<file path="src/rtl/iterative_multiplier.sv">
// Multi-cycle RV32M multiply unit (MUL/MULH/MULHSU/MULHU) with a configurable
// radix, valid/ready handshakes on both sides and branch-tag based squashing.

package iterative_multiplier_pkg;
    localparam int BR_TAG_WIDTH = 4;

    typedef struct packed {
        logic                    sign;
        logic [BR_TAG_WIDTH-1:0] tag;
    } branch_tag_t;
endpackage

module iterative_multiplier
    import iterative_multiplier_pkg::*;
#(
    parameter int OPERAND_WIDTH  = 32,
    parameter int BITS_PER_CYCLE = 2,
    parameter int ROB_IDX_WIDTH  = 5
) (
    input  logic                     clk,
    input  logic                     rst,
    input  logic                     req_valid,
    output logic                     req_ready,
    input  logic [1:0]               req_op,
    input  logic [OPERAND_WIDTH-1:0] req_a,
    input  logic [OPERAND_WIDTH-1:0] req_b,
    input  logic [ROB_IDX_WIDTH-1:0] req_rob_idx,
    input  branch_tag_t              req_br_tag,
    input  logic                     flush,
    input  branch_tag_t              flush_tag,
    output logic                     resp_valid,
    input  logic                     resp_ready,
    output logic [OPERAND_WIDTH-1:0] resp_data,
    output logic [ROB_IDX_WIDTH-1:0] resp_rob_idx,
    output branch_tag_t              resp_br_tag
);

    localparam int W     = OPERAND_WIDTH;
    localparam int B     = BITS_PER_CYCLE;
    localparam int PW    = 2 * OPERAND_WIDTH;
    localparam int ITERS = OPERAND_WIDTH / BITS_PER_CYCLE;
    localparam int CW    = $clog2(ITERS + 1);

    typedef enum logic [1:0] {
        IDLE,
        BUSY,
        DONE
    } state_t;

    state_t                   r_state;
    state_t                   w_nextState;

    logic [PW-1:0]            r_mcand;
    logic [W-1:0]             r_mplier;
    logic [PW-1:0]            r_acc;
    logic [CW-1:0]            r_cnt;
    logic                     r_neg;
    logic [1:0]               r_op;
    logic [ROB_IDX_WIDTH-1:0] r_robIdx;
    branch_tag_t              r_brTag;
    logic [W-1:0]             r_respData;

    logic                     w_accept;
    logic                     w_aNeg;
    logic                     w_bNeg;
    logic [W-1:0]             w_aMag;
    logic [W-1:0]             w_bMag;
    logic [PW-1:0]            w_partial;
    logic [PW-1:0]            w_product;
    logic                     w_lastStep;
    logic                     w_tagMatch;
    logic                     w_flushHit;

    // The extra BUSY step at r_cnt == ITERS applies the sign and registers the result.
    assign w_lastStep = (r_cnt == CW'(ITERS));

    // Only MULH/MULHSU treat rs1 as signed, only MULH treats rs2 as signed;
    // the magnitude of the most-negative value is correct when read as unsigned.
    assign w_aNeg = ((req_op == 2'b01) || (req_op == 2'b10)) && req_a[W-1];
    assign w_bNeg = (req_op == 2'b01) && req_b[W-1];
    assign w_aMag = w_aNeg ? -req_a : req_a;
    assign w_bMag = w_bNeg ? -req_b : req_b;

    assign w_partial = r_mcand * PW'(r_mplier[B-1:0]);
    assign w_product = r_neg ? -r_acc : r_acc;

    // Same-sign tags match when the flush tag is a subset of ours, otherwise the reverse.
    assign w_tagMatch = (r_brTag.sign == flush_tag.sign)
                      ? ((r_brTag.tag & flush_tag.tag) == flush_tag.tag)
                      : ((r_brTag.tag & flush_tag.tag) == r_brTag.tag);
    assign w_flushHit = flush && w_tagMatch && (r_state != IDLE);

    assign req_ready    = !flush && ((r_state == IDLE) || ((r_state == DONE) && resp_ready));
    assign w_accept     = req_valid && req_ready;
    assign resp_valid   = (r_state == DONE);
    assign resp_data    = r_respData;
    assign resp_rob_idx = r_robIdx;
    assign resp_br_tag  = r_brTag;

    // State register.
    always_ff @(posedge clk) begin
        if (rst) begin
            r_state <= IDLE;
        end else begin
            r_state <= w_nextState;
        end
    end

    // Next-state logic: a squash wins, and DONE can hand straight over to a new op.
    always_comb begin
        w_nextState = r_state;
        case (r_state)
            IDLE: begin
                if (w_accept) begin
                    w_nextState = BUSY;
                end
            end
            BUSY: begin
                if (w_flushHit) begin
                    w_nextState = IDLE;
                end else if (w_lastStep) begin
                    w_nextState = DONE;
                end
            end
            DONE: begin
                if (w_flushHit) begin
                    w_nextState = IDLE;
                end else if (resp_ready) begin
                    w_nextState = w_accept ? BUSY : IDLE;
                end
            end
            default: w_nextState = IDLE;
        endcase
    end

    // Datapath: capture on accept, shift-and-add while busy, then sign-fix into the result.
    always_ff @(posedge clk) begin
        if (rst) begin
            r_mcand    <= '0;
            r_mplier   <= '0;
            r_acc      <= '0;
            r_cnt      <= '0;
            r_neg      <= 1'b0;
            r_op       <= '0;
            r_robIdx   <= '0;
            r_brTag    <= '0;
            r_respData <= '0;
        end else if (w_accept) begin
            r_mcand  <= {{W{1'b0}}, w_aMag};
            r_mplier <= w_bMag;
            r_acc    <= '0;
            r_cnt    <= '0;
            r_neg    <= w_aNeg ^ w_bNeg;
            r_op     <= req_op;
            r_robIdx <= req_rob_idx;
            r_brTag  <= req_br_tag;
        end else if (r_state == BUSY) begin
            if (w_lastStep) begin
                r_respData <= (r_op == 2'b00) ? w_product[W-1:0] : w_product[PW-1:W];
            end else begin
                r_acc    <= r_acc + w_partial;
                r_mcand  <= r_mcand << B;
                r_mplier <= r_mplier >> B;
                r_cnt    <= r_cnt + 1'b1;
            end
        end
    end

endmodule
</file>
<file path="config.mk">
export PLATFORM = sky130hd
export DESIGN_NAME = iterative_multiplier
export DESIGN_NICKNAME = d
export VERILOG_FILES = /design/src/rtl/iterative_multiplier.sv
export SDC_FILE = /design/constraint.sdc
export NUM_CORES = 1
export LEC_CHECK = 0
export CAP_MARGIN = 10
export CORE_MARGIN = 5
export CORE_UTILIZATION = 53
export CTS_CLUSTER_SIZE = 10
export DETAILED_ROUTE_END_ITERATION = 12
export HOLD_SLACK_MARGIN = 0.03
export PLACE_DENSITY = 0.83
export SKIP_LAST_GASP = 1
export SLEW_MARGIN = 20
export SYNTH_ARGS = -nofsm -noshare
export SYNTH_HDL_FRONTEND = slang
export SYNTH_SLANG_ARGS = --single-unit
</file>
<file path="constraint.sdc">
create_clock -name clk -period 5.3 [get_ports clk]
set_input_delay 1.06 -clock clk [delete_from_list [all_inputs] [get_ports clk]]
set_output_delay 1.06 -clock clk [all_outputs]
set_load 0.03 [all_outputs]
</file>
# After elaboration in Yosys (flattened, before gate mapping)
# Index checks and enable logic that the tools add are counted.
# op_classes
n_mux,18
addsub,5
n_reduce_logical,19
mul,1
n_bitwise,4
eq_ne,12
# op_table
operator,n
two-way mux 32 bit,9
adder 64 bit,1
multiplier 64 x 2 -> 64 bit,1
two-way mux 64 bit,1
negator 32 bit,2
negator 64 bit,1
two-way mux 2 bit,5
== test 4 bit,2
logical AND 1 bit,7
case mux 2 bit (3 select lines),1
AND reduction 3 bit,2
"adder 5 x 1 -> 5 bit, second input constant",1
"== test 5 bit, second input constant",1
bitwise AND 4 bit,1
"== test 2 x 1 -> 1 bit, second input constant",2
"== test 2 bit, second input constant",2
zero test 2 bit,2
"inequality test 2 bit, second input constant",2
AND reduction 2 bit,2
nonzero test 2 bit,2
"inequality test 3 x 1 -> 1 bit, second input constant",1
"inequality test 3 bit, second input constant",1
logical OR 1 bit,2
two-way mux 1 bit,2
5 further kinds,6
# totals
inputBits,86
out_inout_bits,44
register_bits,212
word_cells,71

# Logic depth before layout (Yosys ltp)
# logic_depth
ltp_word,9
depth_mapped,17
ltp_nobuf,14

# Worst setup path before layout
# Ideal clock, no wire load.
# synth_timing
path_kind,register -> register
startpoint,reg r_mplier[1]
endpoint,reg r_acc[63]
setup_ps,121
path_stages_with_launch,18
arrival_time_ps,3952
required_ps,5179
period_less_slack_ps,4073
setup_slack_ps,1227
cell_sequence,dfxtp_1 clkbuf_1 clkbuf_1 nand2_1 fa_1 inv_1 ha_1 clkbuf_1 nand4_1 or2_2 a211o_1 a2111oi_0 o311ai_0 nand2_1 a21oi_1 xnor2_1 nand2_1 mux2_2
# synth_between
elab_chain_len,2
# synth_lines
element,line,rtl
"start, declared",54,logic [W-1:0] r_mplier;
"start signal, assigned",150,r_mplier <= w_bMag;
"start signal, assigned",163,r_mplier <= r_mplier >> B;
multiplier 64 x 2 -> 64 bit,84,assign w_partial = r_mcand * PW'(r_mplier[B-1:0]);
adder 64 bit,161,r_acc <= r_acc + w_partial;
"end signal, assigned",161,
"end, declared",55,logic [PW-1:0] r_acc;
# Every way passes these cells.
# A chain may end at the register's enable or synchronous reset.

# Worst setup path in the final report
# layout_timing
startpoint,reg r_mplier[0]
endpoint,reg r_acc[57]
# The elaborated chain is that of the path after synthesis.

==> results.md <==
- Status: finished, final reports clean
- CP required: 5.75 ns
- Setup TNS: 0 ns
- Clock Skew: 0.0142 ns
- Hold_buf cts: 0
- Nets: 2,674
- Average wire per standard cell: 18.6 um
- Hold Crit Class: register to register
- Synth Register Bits: 212
- Drt pass-1 iters: 6
- Synth unique cells: 85
- Ys Warns: 0
- Worst R2R Setup Slack: 0.54 ns
- Post-Syn Nets: 2,644
- Worst skew pair latency: 0.55 ns
- RePlAce Congestion: 0.980
- Grt ovf: 0
- Final Hold Viols: 0
- Max-cap violations: 0
- EDFF count, synth: 0
- CTS buffer count: 27
- Max clock buf depth: 3
- Vias per cell: 5.95
- First-pass GRT wire length: 87,000 um
- Die height: 190 um
- Total die area: 36,200 um^2
- Die width: 190 um
- Initial Util: 0.533
- Unrepaired setup endpoints after global routing: no
- Crit-path max FO: 39
- Register area share after synthesis: 0.247
- Leakage: 7.72 nW
- Synthesized cell area: 17,200 um^2
- Vias in the first global route: 16,300
- Final Cell Area: 19,400 um^2
- Pwr Density: 212 nW/um^2
- Fin. max-slew vios: 0
- Async SR Flop Fraction: 0
- Row count: 66
- Antenna violations before repair: 0
- Endpoints failing setup: 0
- Hold Path Cell Cnt: 2
- Total setup buffers inserted after CTS: 0
- Port Buffers: 129
- Largest net degree at the start of global routing: 111
- Via count: 17,300
- Cells after synthesis: 2,426
- H-Tree Depth: 1
- Worst slew pin tran: 1.12 ns
- CTS tree: built
- Clock root cell: clkbuf_16
- Hold_ws: 0.450 ns
- Core area: 32,300 um^2
- Worst R2R Path Depth: 15
- Relative slew slack: 0.248
- Layout cells sized above 1: 0.0381
- CP Class: register to register
- Most used DFF post-synth: dfxtp_1
- Placement Cell Area: 18,600 um^2
- Post-cts resize count: 0
- # diodes: 0
- Peak VDD IR: 253 uV
- WP data arrival: 5.20 ns
- Worst-path clk slew: 0.06 ns
- Critical Path Start Type: register
- Synth Area per Inst: 7.09 um^2
- Clk sinks: 212
- Drt first-iter violations: 1,328
- GR Util All Layers: 0.292
- Tmin final: 4.76 ns
- Synth-to-layout area growth: 12.8%
- HPWL after DPL: 41,700 um
- Routed wire length: 54,200 um
- Remaining routing DRC violations: 0
- IO Count: 130
- Post-DRT Antenna Nets: 0
- Final Cycle Share: 0.897
- Max Clk Rate: 210 MHz
- CP Capture Type: register
## stage by stage
stage                      util  setup WS (ns)  std cells  power (mW)
after global placement    0.576          0.679       2869        2.40
after detailed placement  0.576          0.586       2869        2.42
after global routing      0.601          0.132       2908        4.28
after floorplan               -           1.23       2426        2.19
after CTS                 0.601          0.589       2908        4.13
final                     0.601          0.544       2908        4.12
## power by group
| group | switching, mW | internal, mW |
|---|---|---|
| sequential | 0.0553 | 1.65 |
| clock | 0.700 | 1.02 |
| combinational | 0.444 | 0.256 |
| total | 1.20 | 2.92 |
## cell families after synthesis
logic type                 Yosys count  synth area share
AOI/OAI and AO/OA                  591             0.217
adders and majority gates          132             0.123
xor gates and xnor gates           146            0.0743
DFF                                212             0.247
buffers and inverters              350            0.0820
and+or+nand+nor                    992             0.255
muxes                                3           0.00182
## metal layers
| metal | global-route usage | vias up | wire length, um |
|---|---|---|---|
| li1 | - | 8351 | - |
| met1 | 0.391 | 8189 | 22900 |
| met2 | 0.491 | 634 | 25600 |
| met3 | 0.0393 | 118 | 3680 |
| met4 | 0.0978 | 0 | 2080 |
| met5 | 0 | - | 0 |
## final timing paths
| kind | start | to |
|---|---|---|
| min reg2reg | resp_data[18] | resp_data[18] |
| max | r_mplier[0] | r_acc[57] |
| max reg2reg | r_mplier[0] | r_acc[57] |
| min | resp_data[18] | resp_data[18] |
## flip-flops by register name, summed over array words and instances (netlist names)
register,count
r_state,2
r_mcand,64
resp_data,32
resp_br_tag,5
r_op,2
r_cnt,5
r_neg,1
r_mplier,32
r_acc,64
resp_rob_idx,5
## layout by cell type, fill, tap and decap left out, drive strengths merged, types with 7 or more instances in the layout
cell type,synthesis,final
o31ai,22,22
nand2,574,574
a21oi,218,218
o311ai,10,10
o41ai,10,10
buf,14,25
nor2b,11,11
a221oi,7,7
a31oi,18,18
o211ai,23,23
nand2b,13,13
o21ai,124,124
o21bai,9,9
and3,14,14
o21a,10,10
nand3,44,44
nor4,24,24
nor3,42,42
ha,69,69
clkdlybuf4s50,0,128
and2,19,19
or3,13,13
clkbuf,138,34
nand4,30,30
nor2,180,180
dfxtp,212,212
a21o,20,20
or4,12,12
inv,198,199
a311oi,66,66
xor2,63,63
a211oi,10,10
xnor2,83,83
fa,63,63
## area by class of cell
cell class / count / area [um^2]
clock buffer: 34 / 742
clock inverter: 5 / 58.8
fill: 2958 / 12900
inverter: 198 / 743
multi-input combinational: 1864 / 11600
sequential: 212 / 4250
tap: 442 / 553
timing repair buffer: 153 / 1480
## worst max-delay path, stage by stage (launching register included)
cell and delay [ns]:
dfxtp_2 0.60, buf_4 0.47, nand2_1 0.13, fa_1 0.50, inv_1 0.04, ha_1 0.38
a21oi_1 0.35, o211ai_1 0.16, a21oi_1 0.24, nand2_1 0.10, o311ai_0 0.53, nand2_1 0.30
a31oi_1 0.33, a21oi_1 0.13, xor2_1 0.16, a22o_1 0.20
## cells in the mapped netlist (4+ instances only)
master	n	area share
or3_1	10	0.0036
clkbuf_8	8	0.0064
o31ai_1	22	0.0096
nand2b_1	13	0.0047
nor2_1	177	0.039
clkbuf_1	129	0.028
a21oi_1	218	0.063
xnor2_1	83	0.042
dfxtp_1	212	0.25
a22oi_1	4	0.0017
ha_1	69	0.050
o311ai_0	10	0.0051
a221oi_1	7	0.0036
xor2_1	63	0.032
and2_1	18	0.0065
a211oi_1	10	0.0044
nand2_1	573	0.13
buf_1	11	0.0024
o211ai_1	23	0.010
o21a_1	10	0.0044
o41ai_1	9	0.0046
and3_1	13	0.0047
o21bai_1	9	0.0039
nand4_1	30	0.011
o21ai_0	122	0.035
inv_1	198	0.043
or4_1	9	0.0039
nand3b_1	4	0.0017
nor2b_1	11	0.0040
a21o_1	20	0.0087
nor3_1	42	0.012
fa_1	63	0.073
a311oi_1	66	0.034
nand3_1	42	0.012
o22ai_1	5	0.0018
a32o_1	5	0.0029
nor4_1	21	0.0076
a31oi_1	18	0.0065
Note: power is estimated with default switching activity, not from simulation.
